<file path="config.mk">
export PLATFORM = sky130hd
export DESIGN_NAME = tick_period_monitor_flat
export DESIGN_NICKNAME = d
export VERILOG_FILES = /design/src/rtl/tick_period_monitor_if.sv /design/src/rtl/tick_period_monitor.sv /design/src/flat_wrapper.sv
export SDC_FILE = /design/constraint.sdc
export NUM_CORES = 1
export LEC_CHECK = 0
export ABC_CLOCK_PERIOD_IN_PS = 1700
export CORE_UTILIZATION = 47
export CTS_CLUSTER_DIAMETER = 150
export DETAILED_ROUTE_END_ITERATION = 8
export HOLD_SLACK_MARGIN = 0.03
export PLACE_DENSITY = 0.74
export SLEW_MARGIN = 20
export SYNTH_ARGS = -nofsm -noshare
export SYNTH_HDL_FRONTEND = slang
export SYNTH_SLANG_ARGS = --single-unit
</file>
<file path="constraint.sdc">
create_clock -name clk_in -period 1.7 [get_ports clk_in]
set_input_delay 0.17 -clock clk_in [delete_from_list [all_inputs] [get_ports clk_in]]
set_output_delay 0.17 -clock clk_in [all_outputs]
set_load 0.03 [all_outputs]
</file>
<file path="src/rtl/tick_period_monitor_if.sv">
// -----------------------------------------------------------------------------
// tick_period_monitor_if
//   Bundles the tick input, the measurement valid/ready port and the status
//   pulses of tick_period_monitor.
//
//   Handshake: period_out is offered while period_valid is high and is taken by
//   the consumer on a rising clock edge where period_valid && period_ready.
//   period_valid does not depend on period_ready. A new measurement arriving
//   while the held one is still untaken replaces it and raises overrun.
//
//   master : monitor side. It drives the measurement, status and debug state.
//   slave  : environment side. It drives tick_in and period_ready.
//
//   Signals
//     tick_in       divider enable, one-cycle pulse per tick
//     period_out    last measured period, in clock cycles
//     period_valid  period_out holds an unconsumed measurement
//     period_ready  consumer accepts period_out this edge
//     locked        monitor is in the LOCKED state
//     fault         one-cycle pulse: lock lost or tick timeout
//     overrun       one-cycle pulse: unconsumed measurement overwritten
//     dbg_state     FSM state (0 IDLE, 1 ACQUIRE, 2 LOCKED)
// -----------------------------------------------------------------------------
interface tick_period_monitor_if #(
    parameter int CNT_W = 5
);
    logic             tick_in;
    logic [CNT_W-1:0] period_out;
    logic             period_valid;
    logic             period_ready;
    logic             locked;
    logic             fault;
    logic             overrun;
    logic [1:0]       dbg_state;

    modport master (
        input  tick_in,
        input  period_ready,
        output period_out,
        output period_valid,
        output locked,
        output fault,
        output overrun,
        output dbg_state
    );

    modport slave (
        output tick_in,
        output period_ready,
        input  period_out,
        input  period_valid,
        input  locked,
        input  fault,
        input  overrun,
        input  dbg_state
    );
endinterface

</file>
<file path="src/rtl/tick_period_monitor.sv">
// -----------------------------------------------------------------------------
// tick_period_monitor
//   Measures the spacing, in clk_in cycles, between the single-cycle enable
//   ticks of a clock divider. Each period is checked against
//   NOMINAL = CLK_IN/TICK_RATE +/- TOLERANCE. LOCK_COUNT consecutive in-range
//   periods assert locked. A bad period while locked, or a missing tick for
//   MAX_PERIOD = 2*NOMINAL cycles, raises a one-cycle fault pulse. Each
//   measurement is offered through a one-entry valid/ready holding register.
//
//   Ports
//     clk_in    clock
//     reset     asynchronous, active-high reset
//     bus       tick_period_monitor_if.master. It carries tick_in,
//               period_out/period_valid/period_ready, locked, fault, overrun
//               and dbg_state.
//     err_count present only with TICK_MON_STATS_EN. This is a saturating
//               8-bit count of out-of-range measurements and timeouts.
//
//   Optional feature macro: TICK_MON_STATS_EN
//
//   All outputs are registered. They change on the edge that ends the cycle
//   in which the tick was seen.
// -----------------------------------------------------------------------------
module tick_period_monitor #(
    parameter int CLK_IN     = 12000000,
    parameter int TICK_RATE  = 1000000,
    parameter int TOLERANCE  = 1,
    parameter int LOCK_COUNT = 4
) (
    input  logic                       clk_in,
    input  logic                       reset,
    tick_period_monitor_if.master      bus
`ifdef TICK_MON_STATS_EN
    ,
    output logic [7:0]                 err_count
`endif
);

    localparam int NOMINAL    = CLK_IN / TICK_RATE;
    localparam int MAX_PERIOD = 2 * NOMINAL;
    localparam int CNT_W      = $clog2(MAX_PERIOD + 1);
    localparam int LC_W       = $clog2(LOCK_COUNT + 1);

    // The lower bound clamps at 0 instead of wrapping. The upper bound clamps
    // at MAX_PERIOD, because the counter can never exceed that value.
    localparam int LO_INT = (TOLERANCE >= NOMINAL) ? 0 : NOMINAL - TOLERANCE;
    localparam int HI_INT = (NOMINAL + TOLERANCE > MAX_PERIOD) ? MAX_PERIOD
                                                               : NOMINAL + TOLERANCE;

    localparam logic [CNT_W-1:0] MAX_CNT = CNT_W'(MAX_PERIOD);
    localparam logic [CNT_W-1:0] LO_CNT  = CNT_W'(LO_INT);
    localparam logic [CNT_W-1:0] HI_CNT  = CNT_W'(HI_INT);
    localparam logic [LC_W-1:0]  LC_LAST = LC_W'(LOCK_COUNT - 1);
    localparam logic [LC_W-1:0]  LC_FULL = LC_W'(LOCK_COUNT);

    typedef enum logic [1:0] {
        ST_IDLE    = 2'd0,
        ST_ACQUIRE = 2'd1,
        ST_LOCKED  = 2'd2
    } state_t;

    state_t           r_state;
    state_t           w_state_nxt;
    logic [CNT_W-1:0] r_cnt;
    logic [LC_W-1:0]  r_lock_cnt;
    logic [LC_W-1:0]  w_lock_cnt_nxt;
    logic             w_fault_nxt;
    logic [CNT_W-1:0] r_period;
    logic             r_valid;
    logic             r_fault;
    logic             r_overrun;

    logic w_tick;
    logic w_in_range;
    logic w_meas;
    logic w_timeout;

    assign w_tick     = bus.tick_in;
    assign w_in_range = (r_cnt >= LO_CNT) && (r_cnt <= HI_CNT);
    // The first tick after IDLE only starts the reference. It produces no period.
    assign w_meas     = w_tick && (r_state != ST_IDLE);
    // A tick on the saturation cycle wins over the timeout. It is measured instead.
    assign w_timeout  = (r_state != ST_IDLE) && !w_tick && (r_cnt == MAX_CNT);

    // Cycles since the last tick. The counter restarts at 1, so a tick that
    // arrives p cycles after the previous one sees r_cnt == p.
    always_ff @(posedge clk_in or posedge reset) begin
        if (reset) begin
            r_cnt <= '0;
        end else if (w_tick) begin
            r_cnt <= CNT_W'(1);
        end else if (r_cnt != MAX_CNT) begin
            r_cnt <= r_cnt + CNT_W'(1);
        end
    end

    // FSM state register
    always_ff @(posedge clk_in or posedge reset) begin
        if (reset) begin
            r_state    <= ST_IDLE;
            r_lock_cnt <= '0;
            r_fault    <= 1'b0;
        end else begin
            r_state    <= w_state_nxt;
            r_lock_cnt <= w_lock_cnt_nxt;
            r_fault    <= w_fault_nxt;
        end
    end

    // FSM next state, lock counter and fault pulse
    always_comb begin
        w_state_nxt    = r_state;
        w_lock_cnt_nxt = r_lock_cnt;
        w_fault_nxt    = 1'b0;
        case (r_state)
            ST_IDLE: begin
                w_lock_cnt_nxt = '0;
                if (w_tick) begin
                    w_state_nxt = ST_ACQUIRE;
                end
            end
            ST_ACQUIRE: begin
                if (w_tick) begin
                    if (w_in_range) begin
                        if (r_lock_cnt >= LC_LAST) begin
                            w_state_nxt    = ST_LOCKED;
                            w_lock_cnt_nxt = LC_FULL;
                        end else begin
                            w_lock_cnt_nxt = r_lock_cnt + LC_W'(1);
                        end
                    end else begin
                        // An out-of-range period before lock only restarts the count.
                        w_lock_cnt_nxt = '0;
                    end
                end else if (w_timeout) begin
                    w_state_nxt    = ST_IDLE;
                    w_lock_cnt_nxt = '0;
                    w_fault_nxt    = 1'b1;
                end
            end
            ST_LOCKED: begin
                if (w_tick) begin
                    if (!w_in_range) begin
                        w_state_nxt    = ST_ACQUIRE;
                        w_lock_cnt_nxt = '0;
                        w_fault_nxt    = 1'b1;
                    end
                end else if (w_timeout) begin
                    w_state_nxt    = ST_IDLE;
                    w_lock_cnt_nxt = '0;
                    w_fault_nxt    = 1'b1;
                end
            end
            default: begin
                w_state_nxt    = ST_IDLE;
                w_lock_cnt_nxt = '0;
            end
        endcase
    end

    // One-entry holding register. A new measurement always loads. It counts as
    // an overrun only when the old value was neither taken before nor taken in
    // this same cycle.
    always_ff @(posedge clk_in or posedge reset) begin
        if (reset) begin
            r_period  <= '0;
            r_valid   <= 1'b0;
            r_overrun <= 1'b0;
        end else begin
            r_overrun <= 1'b0;
            if (w_meas) begin
                r_period  <= r_cnt;
                r_valid   <= 1'b1;
                r_overrun <= r_valid && !bus.period_ready;
            end else if (r_valid && bus.period_ready) begin
                r_valid <= 1'b0;
            end
        end
    end

`ifdef TICK_MON_STATS_EN
    logic [7:0] r_err_count;

    always_ff @(posedge clk_in or posedge reset) begin
        if (reset) begin
            r_err_count <= '0;
        end else if (((w_meas && !w_in_range) || w_timeout) && (r_err_count != 8'hFF)) begin
            r_err_count <= r_err_count + 8'd1;
        end
    end

    assign err_count = r_err_count;
`endif

    assign bus.period_out   = r_period;
    assign bus.period_valid = r_valid;
    assign bus.locked       = (r_state == ST_LOCKED);
    assign bus.fault        = r_fault;
    assign bus.overrun      = r_overrun;
    assign bus.dbg_state    = r_state;

endmodule
</file>
<file path="src/flat_wrapper.sv">
// flat-port wrapper written by rule: the top's interface ports become plain ports
module tick_period_monitor_flat 
#(
    parameter int CLK_IN     = 12000000,
    parameter int TICK_RATE  = 1000000,
    parameter int TOLERANCE  = 1,
    parameter int LOCK_COUNT = 4
)
  (clk_in, reset, bus_tick_in, bus_period_ready, bus_period_out, bus_period_valid, bus_locked, bus_fault, bus_overrun, bus_dbg_state);
  tick_period_monitor_if bus_i ();
  input  logic clk_in;
  input  logic reset;
  input wire logic [$bits(bus_i.tick_in)-1:0] bus_tick_in;
  input wire logic [$bits(bus_i.period_ready)-1:0] bus_period_ready;
  output wire logic [$bits(bus_i.period_out)-1:0] bus_period_out;
  output wire logic [$bits(bus_i.period_valid)-1:0] bus_period_valid;
  output wire logic [$bits(bus_i.locked)-1:0] bus_locked;
  output wire logic [$bits(bus_i.fault)-1:0] bus_fault;
  output wire logic [$bits(bus_i.overrun)-1:0] bus_overrun;
  output wire logic [$bits(bus_i.dbg_state)-1:0] bus_dbg_state;
  assign bus_i.tick_in = bus_tick_in;
  assign bus_i.period_ready = bus_period_ready;
  assign bus_period_out = bus_i.period_out;
  assign bus_period_valid = bus_i.period_valid;
  assign bus_locked = bus_i.locked;
  assign bus_fault = bus_i.fault;
  assign bus_overrun = bus_i.overrun;
  assign bus_dbg_state = bus_i.dbg_state;
  tick_period_monitor #(.CLK_IN(CLK_IN), .TICK_RATE(TICK_RATE), .TOLERANCE(TOLERANCE), .LOCK_COUNT(LOCK_COUNT)) u_core (.clk_in(clk_in), .reset(reset), .bus(bus_i));
endmodule
</file>
# Word-level counts from Yosys, hierarchy flattened
# Index checks and enable logic that the tools add are counted.
totals:
  ff_bits: 18
  inputBits: 4
  output_inout_bits: 11
  wordCells: 58
classes:
  add_sub_neg: 2
  order_cmp: 3
  n_eq_ne: 8
  mux: 25
  n_reduce_logical: 13
ops:
  columns: ["operator", "n"]
  rows:
  - ["$mux W3", 6]
  - ["$mux W2", 7]
  - ["$mux W5", 2]
  - ["$mux W1", 7]
  - ["$logic_and A1 B1 Y1", 6]
  - ["$ne A3 B2 Y1 const B", 2]
  - ["$pmux W2 S3", 1]
  - ["$pmux W3 S2", 1]
  - ["$reduce_bool A2 Y1", 3]
  - ["$add A5 B1 Y5 const B", 1]
  - ["$eq A5 B5 Y1 const B", 1]
  - ["$ge A5 B4 Y1 const B", 1]
  - ["$le A5 B4 Y1 const B", 1]
  - ["$ne A5 B5 Y1 const B", 1]
  - ["$reduce_and A4 Y1", 1]
  - ["$add A3 B1 Y3 const B", 1]
  - ["$ge A3 B2 Y1 const B", 1]
  - ["$ne A3 B3 Y1 const B", 1]
  - ["$eq A2 B1 Y1 const B", 1]
  - ["$eq A2 B2 Y1 const B", 1]
  - ["$logic_not A1 Y1", 2]
  - ["$logic_not A2 Y1", 1]
  - ["$ne A2 B2 Y1 const B", 1]
  - ["$pmux W1 S2", 1]

# Logic depth before layout (Yosys ltp)
# Gate-level depths: netlist of the first run.
depth:
  word_depth: 6
  mapped_depth: 7
  depth_no_buf: 7

# Least setup slack after synthesis of the first run
# OpenSTA, ideal clock, no wires.
synth_path:
  path_type: "reg-to-reg"
  startpoint: "reg u_core.r_state[0] (netlist: u_core.bus.dbg_state[0])"
  endpoint: "reg u_core.r_lock_cnt[1]"
  arrival_ns: 1.685
  required_time_ns: 1.579
  path_slack_ns: -0.106
  stages_incl_launch_ff: 8
  n_path_buf: 0
  synth_period_minus_slack_ns: 1.806
  cell_sequence: "dfrtp_1 -> inv_1 -> ha_1 -> nor2_1 -> nor3b_1 -> o21ai_0 -> o21ai_1 -> a22o_1"
synth_via:
  elab_cells_between_ends: 10
synth_rtl:
  columns: ["element", "line_no", "source"]
  rows:
  - ["from (decl)", "tick_period_monitor.sv:62", "state_t r_state;"]
  - ["from (signal assigned)", "tick_period_monitor.sv:104", "r_state <= w_state_nxt;"]
  - ["$eq A2 B2 Y1 (*)", null, null]
  - ["via bus_locked", "flat_wrapper.sv:17", "output wire logic [$bits(bus_i.locked)-1:0] bus_locked;"]
  - ["$pmux W3 S2 / $ne A3 B3 Y1 (equally long branches)", null, null]
  - ["to (signal assigned)", "tick_period_monitor.sv:105", "r_lock_cnt <= w_lock_cnt_nxt;"]
  - ["to (decl)", "tick_period_monitor.sv:65", "logic [LC_W-1:0] r_lock_cnt;"]
# The timed path passes the listed nets; every way through them passes the cells marked *.
# A chain may end at the register's enable or synchronous reset.

# Worst setup path in the final report of the first run
layout_path:
  startpoint: "reg u_core.r_cnt[0]"
  endpoint: "reg u_core.r_state[1] (netlist: u_core.bus.dbg_state[1])"
layout_via:
  elab_chain_len: 5
  elab_cells_between_ends: 12
layout_lines:
  columns: ["element", "line_no", "source"]
  rows:
  - ["from (decl)", "tick_period_monitor.sv:64", "logic [CNT_W-1:0] r_cnt;"]
  - ["from (signal assigned)", "tick_period_monitor.sv:93", "r_cnt <= r_cnt + CNT_W'(1);"]
  - ["parallel branches: the longest is 5 deep, another holds $ge A5 B4 Y1", null, null]
# Several ways; the timed one is not identified.

==> out/metrics.yaml, run 1 <==
clock_tree:
  cts_tree: "built"
  cts_made_buffers: 3
  clk_latency_ns: 0.30
  cts_max_level: 1
  cts.path.max_buffers: 2
  clkSinkCount: 18
  clkTransAtPathRegs_ns: 0.11
  cts-root-buf: "clkbuf_4"
grt:
  grt_pass1_vias: 737
  grt_pass1_wl_um: 3150
  grt_max_degree: 19
  grt_util_all_layers_pct: 20.7
  grt_overflow: 0
  antenna_found_initial: 0
setup_path:
  critPathArrivalTime_ns: 1.87
  crit_required_ns: 1.90
  max_stage_delay_ns: 0.46
  crit_slowest_cell: "dfrtp_2"
  end_kind: "flip-flop"
  cp_cell_sequence: "ha_2 -> a211o_2 -> o2111ai_4 -> o21ai_1 -> o211a_1 -> o22a_1"
  cp_max_fo: 8
  critPathLaunchType: "flip-flop"
  worst-setup-path-type: "flip-flop to flip-flop"
power:
  pwr-share-seq_pct: 33.0
  power_leakage_nw: 0.683
  power_frac_comb_pct: 51.7
  vdd_drop_max_mv: 1.05
  switching_share_pct: 41.4
  p_clk_share_pct: 15.3
  p_sw_uw: 738
  power.internal_mw: 1.05
  power_density_mw_per_mm2: 1310
die:
  coreArea_mm2: 0.00198
  fp.dieH_um: 48.1
  fp-row-count: 16
  initial_utilization_pct: 50.4
  die_area_mm2: 0.00232
  pin_count: 15
  die_x_um: 48.1
synthesis:
  syn_area_um2: 1000
  syn_area_per_cell_um2: 10.3
  yosysUniqueCellTypes: 32
  synth_nets: 110
  ys_warn_count: 0
  yosysSeqAreaShare_pct: 45.1
  ys_ff_latch: 18
  synthCells: 97
placement:
  dp_cells: 147
  place.port_buffers: 14
  gp_congestion: 0.830
  dp_hpwl_um: 1550
sta:
  clock_skew_ns: 0.00431
  drv_slew: 0
  fin_crit_sh_pct: 98.2
  worst_slew_pin_slew_ns: 0.356
  finalCriticalPeriod_ns: 1.67
  rsz0062_at_grt: "yes"
  hold_viol: 0
  holdWs_ns: 0.164
  fmax_mhz: 599
  setup_violations: 0
  relSlewSlack_pct: 76.2
run:
  maxCapViolCount: 0
run_status:
  status: "completed"
layout:
  fill_cells: 147
  drive_gt1_share_pct: 28.2
  diodes: 0
  nNetsFinal: 145
  area_growth_pct: 36.5
  finalNonFillerCells: 158
  final_core_utilization_pct: 68.9
route:
  drcViolationCount: 0
  ant_nets: 0
  wl_per_cell_um: 13.9
  viasPerCell: 5.21
  vias: 823
  dr.pass1.iters: 3
  wl_um: 2190
  first_iter_violations: 10
hold_path:
  holdCritPathClass: "primary input to async pin"
worst max-delay path: cells and delay by family, from the launching register on:
family	cells	cell delay, ns
AOI/OAI and AO/OA	5	0.90
adders and majority gates	1	0.20
DFF	1	0.46
power by group through the flow:
stage	sequential [mW]	clock (mW)	combinational, mW
after floorplan	0.737	0	0.412
after global placement	0.589	0	0.864
after detailed placement	0.597	0	0.880
after CTS	0.587	0.283	0.888
after global routing	0.603	0.298	0.992
final	0.590	0.273	0.923
area by class of cell:
| cell class | instances | area, µm² | area share, % |
|---|---|---|---|
| flip-flops and latches | 18 | 453 | 33.2 |
| clock buffers | 4 | 36.3 | 2.66 |
| multi-input cells | 67 | 538 | 39.4 |
| inverters | 11 | 41.3 | 3.02 |
| well taps | 27 | 33.8 | 2.47 |
| repair buffers | 31 | 263 | 19.2 |
layer usage:
metal	track usage [%]	up-vias	wire, µm
met5	0	-	0
met4	9.44	0	36
met3	5.56	5	53
met2	36.8	11	1150
met1	23.1	399	951
li1	-	408	-
what timing repair did:
item / in CTS / in global routing
buffers inserted: 1 / 6
resized for setup: 2 / 11
setup endpoints to repair: 6 / 6
hold buffers: 0 / 0
pin swaps: 1 / 5
metrics by stage:
step                setup TNS, ns  power [mW]  setup WS (ns)  cell area [µm²]
floorplan                       0        1.15         0.0219             1000
global placement                0        1.45         0.0568             1250
detailed placement        -0.0273        1.48        -0.0245             1250
CTS                             0        1.76        0.00535             1290
global route              -0.0773        1.89        -0.0367             1370
finish                          0        1.79         0.0309             1370
path summary, 6_finish.rpt:
kind | startpoint | endpoint | slack [ns] | depth (start not counted)
min reg2reg | u_core.bus.period_out[4] | u_core.bus.period_out[4] | 0.49 | 2
max in group asynchronous | reset | u_core.bus.dbg_state[0] | 1.32 | 3
min | reset | u_core.bus.overrun | 0.16 | 3
max reg2reg | u_core.r_cnt[0] | u_core.bus.dbg_state[1] | 0.03 | 6
min in group clk_in | u_core.bus.period_out[4] | u_core.bus.period_out[4] | 0.49 | 2
max | u_core.r_cnt[0] | u_core.bus.dbg_state[1] | 0.03 | 6
cells in the mapped netlist, drive strengths merged:
library cell	count	area share, %
dfrtp	18	45
inv	11	4.1
ha	9	11
nand2	7	2.6
nor2	7	2.6
o21ai	7	3.5
a21oi	3	1.5
nor3	3	1.5
o22a	3	2.6
a21o	2	1.5
mux2	2	2.3
nand2b	2	1.3
nand3	2	1.0
nor2b	2	1.3
xnor2	2	1.8
xor2	2	1.8
a2111oi	1	0.88
a211o	1	1.0
a211oi	1	0.75
a22o	1	0.88
a31oi	1	0.63
and3	1	0.63
clkbuf	1	0.38
nand4	1	0.63
nand4b	1	1.5
nor3b	1	0.75
nor4	1	0.63
o2111ai	1	2.6
o211a	1	1.0
o211ai	1	1.3
o221ai	1	0.88
flip-flops by register name, summed over array words and instances (netlist names):
| signal | cells |
|---|---|
| u_core.bus.dbg_state | 2 |
| u_core.bus.fault | 1 |
| u_core.r_cnt | 5 |
| u_core.bus.period_valid | 1 |
| u_core.bus.overrun | 1 |
| u_core.r_lock_cnt | 3 |
| u_core.bus.period_out | 5 |
placed cells by master, fill, tap and decap left out, drive strengths merged, types with 2 or more instances in the layout:
cell	count
mux2	2
ha	9
nand3	2
clkbuf	5
nor2	7
inv	11
a21oi	3
xnor2	2
nand2b	2
clkdlybuf4s50	13
nand2	7
a21o	2
o22a	3
buf	17
dfrtp	18
o21ai	7
nor3	3
nor2b	2
xor2	2
kinds of logic after synthesis:
group / share of synthesized area [%]
AND/OR/NAND/NOR: 14.4
AO/OA/AOI/OAI: 19.0
flip-flops: 45.1
buffers and inverters: 4.51
adder cells (fa/ha/maj): 11.3
XOR/XNOR: 3.51
multiplexers: 2.25
(Power assumes the default switching activity.)
==> run 2, diff against run 1 <==
- CORE_MARGIN: unset -> 8
- TNS_END_PERCENT: unset -> 5
==> out/metrics.yaml, run 2 (synthesized netlist as in run 1, its figures left out) <==
run_status:
  status: "completed"
die:
  coreArea_mm2: 0.00198
  fp-row-count: 16
  die_area_mm2: 0.00386
  initial_utilization_pct: 50.4
  pin_count: 15
  die_x_um: 62.1
  fp.dieH_um: 62.1
sta:
  drv_slew: 0
  fmax_mhz: 603
  setup_violations: 0
  fin_crit_sh_pct: 97.6
  worst_slew_pin_slew_ns: 0.369
  tns_ns: 0
  clock_skew_ns: 0.0103
  relSlewSlack_pct: 75.4
  rsz0062_at_grt: "yes"
  finalCriticalPeriod_ns: 1.66
  hold_viol: 0
run:
  maxCapViolCount: 0
clock_tree:
  clkSinkCount: 18
  cts.path.max_buffers: 2
  ctsHoldBuffers: 0
  cts_max_level: 1
  clkTransAtPathRegs_ns: 0.11
  clk_latency_ns: 0.30
  cts_tree: "built"
  cts-root-buf: "clkbuf_4"
  cts_made_buffers: 3
layout:
  regArea_um2: 454
  nNetsFinal: 140
  fill_cells: 145
  multi_input_area_um2: 567
  layout_common_cells: "15 x dfrtp_1, 13 x clkdlybuf4s50_1, 12 x buf_4"
  layout_commonest_cell: "dfrtp_1"
  final_core_utilization_pct: 68.7
  diodes: 0
  finalNonFillerCells: 153
  drive_gt1_share_pct: 27.0
  area_growth_pct: 36.2
hold_path:
  holdCritPathClass: "primary input to async pin"
route:
  wl_um: 2110
  vias: 814
  dr.pass1.iters: 4
  wl_met1_um: 944
  first_iter_violations: 21
  drcViolationCount: 0
  met3WireLength_um: 75
  ant_nets: 0
  wl_per_cell_um: 13.8
  dr.max_layer_used: "met4"
  viasPerCell: 5.32
  wl_met2_um: 1050
setup_path:
  crit_buf_inv: 0
  critPathLaunchType: "flip-flop"
  crit_slowest_cell: "dfrtp_2"
  end_kind: "flip-flop"
  crit_start: "u_core.r_cnt[0]"
  max_stage_delay_ns: 0.45
  crit_required_ns: 1.88
  critPathArrivalTime_ns: 1.84
  critical-path-top-delay-family: "compound AO/OA/AOI/OAI gates"
  worst-setup-path-type: "flip-flop to flip-flop"
  cp_cell_sequence: "ha_1 -> nand2b_4 -> o2111ai_4 -> o21ai_2 -> o211a_1 -> o22a_1"
  rr_startpoint: "u_core.r_cnt[0]"
  cp_max_fo: 8
power:
  switching_share_pct: 41.1
  power_frac_comb_pct: 52.1
  power_leakage_nw: 0.669
  pwr-share-seq_pct: 33.2
  p_sw_uw: 738
  vdd_drop_max_mv: 1.18
  power_density_mw_per_mm2: 1320
  power.internal_mw: 1.06
  p_clk_share_pct: 14.7
grt:
  grt_pass1_vias: 752
  grt_overflow: 0
  antenna_found_initial: 0
  grt_max_degree: 19
  grt_pass1_wl_um: 3490
  grt_util_all_layers_pct: 10.8
placement:
  dp_hpwl_um: 1540
  place.port_buffers: 14
  gp_congestion: 0.809
  dp_cells: 146
## run 2: metrics by stage
step | hold slack [ns] | power (mW) | cell area (µm²) | setup WS [ns]
after floorplan | 0.109 | 1.15 | 1000 | 0.0219
after global placement | 0.469 | 1.45 | 1240 | 0.0703
after detailed placement | 0.481 | 1.46 | 1240 | 0.0174
after CTS | 0.183 | 1.73 | 1280 | 0.00365
after global routing | 0.208 | 1.91 | 1360 | -0.0240
final | 0.180 | 1.80 | 1360 | 0.0407
## run 2: path summary, 6_finish.rpt
check / to / slack (ns) / cells past startpoint
min reg2reg: u_core.bus.period_out[3] / 0.50 / 1
min: u_core.bus.dbg_state[1] / 0.18 / 3
max in group asynchronous: u_core.bus.dbg_state[0] / 1.30 / 3
max reg2reg: u_core.bus.dbg_state[0] / 0.04 / 6
max: u_core.bus.dbg_state[0] / 0.04 / 6
min in group clk_in: u_core.bus.overrun / 0.50 / 3
## run 2: layer usage
layer | GRT usage (%) | vias to the layer above
li1 | - | 403
met1 | 13.6 | 389
met2 | 16.2 | 17
met3 | 2.87 | 5
met4 | 5.83 | 0
met5 | 0 | -
## run 2: layout make-up
type	count	share of cell area (%)
inverters	11	3.03
flip-flops and latches	18	33.4
clock buffers	4	2.67
repair buffers	26	16.8
well taps	27	2.48
multi-input cells	67	41.6
## run 2: timing repair
action,CTS,global route
pin swaps,1,5
setup buffers,0,3
setup endpoints to repair,2,6
resized for setup,1,16
## run 2: power by group through the flow
stage	Sequential [mW]	Combinational (mW)	Clock, mW
after floorplan	0.737	0.412	0
after global placement	0.589	0.860	0
after detailed placement	0.595	0.869	0
after CTS	0.587	0.865	0.275
after global routing	0.611	1.01	0.290
final	0.597	0.937	0.264
## run 2: worst register-to-register path: stages, from the launching register on
cell and delay [ns]:
dfrtp_2 0.45, ha_1 0.20, nand2b_4 0.14, o2111ai_4 0.36, o21ai_2 0.08, o211a_1 0.13
o22a_1 0.18
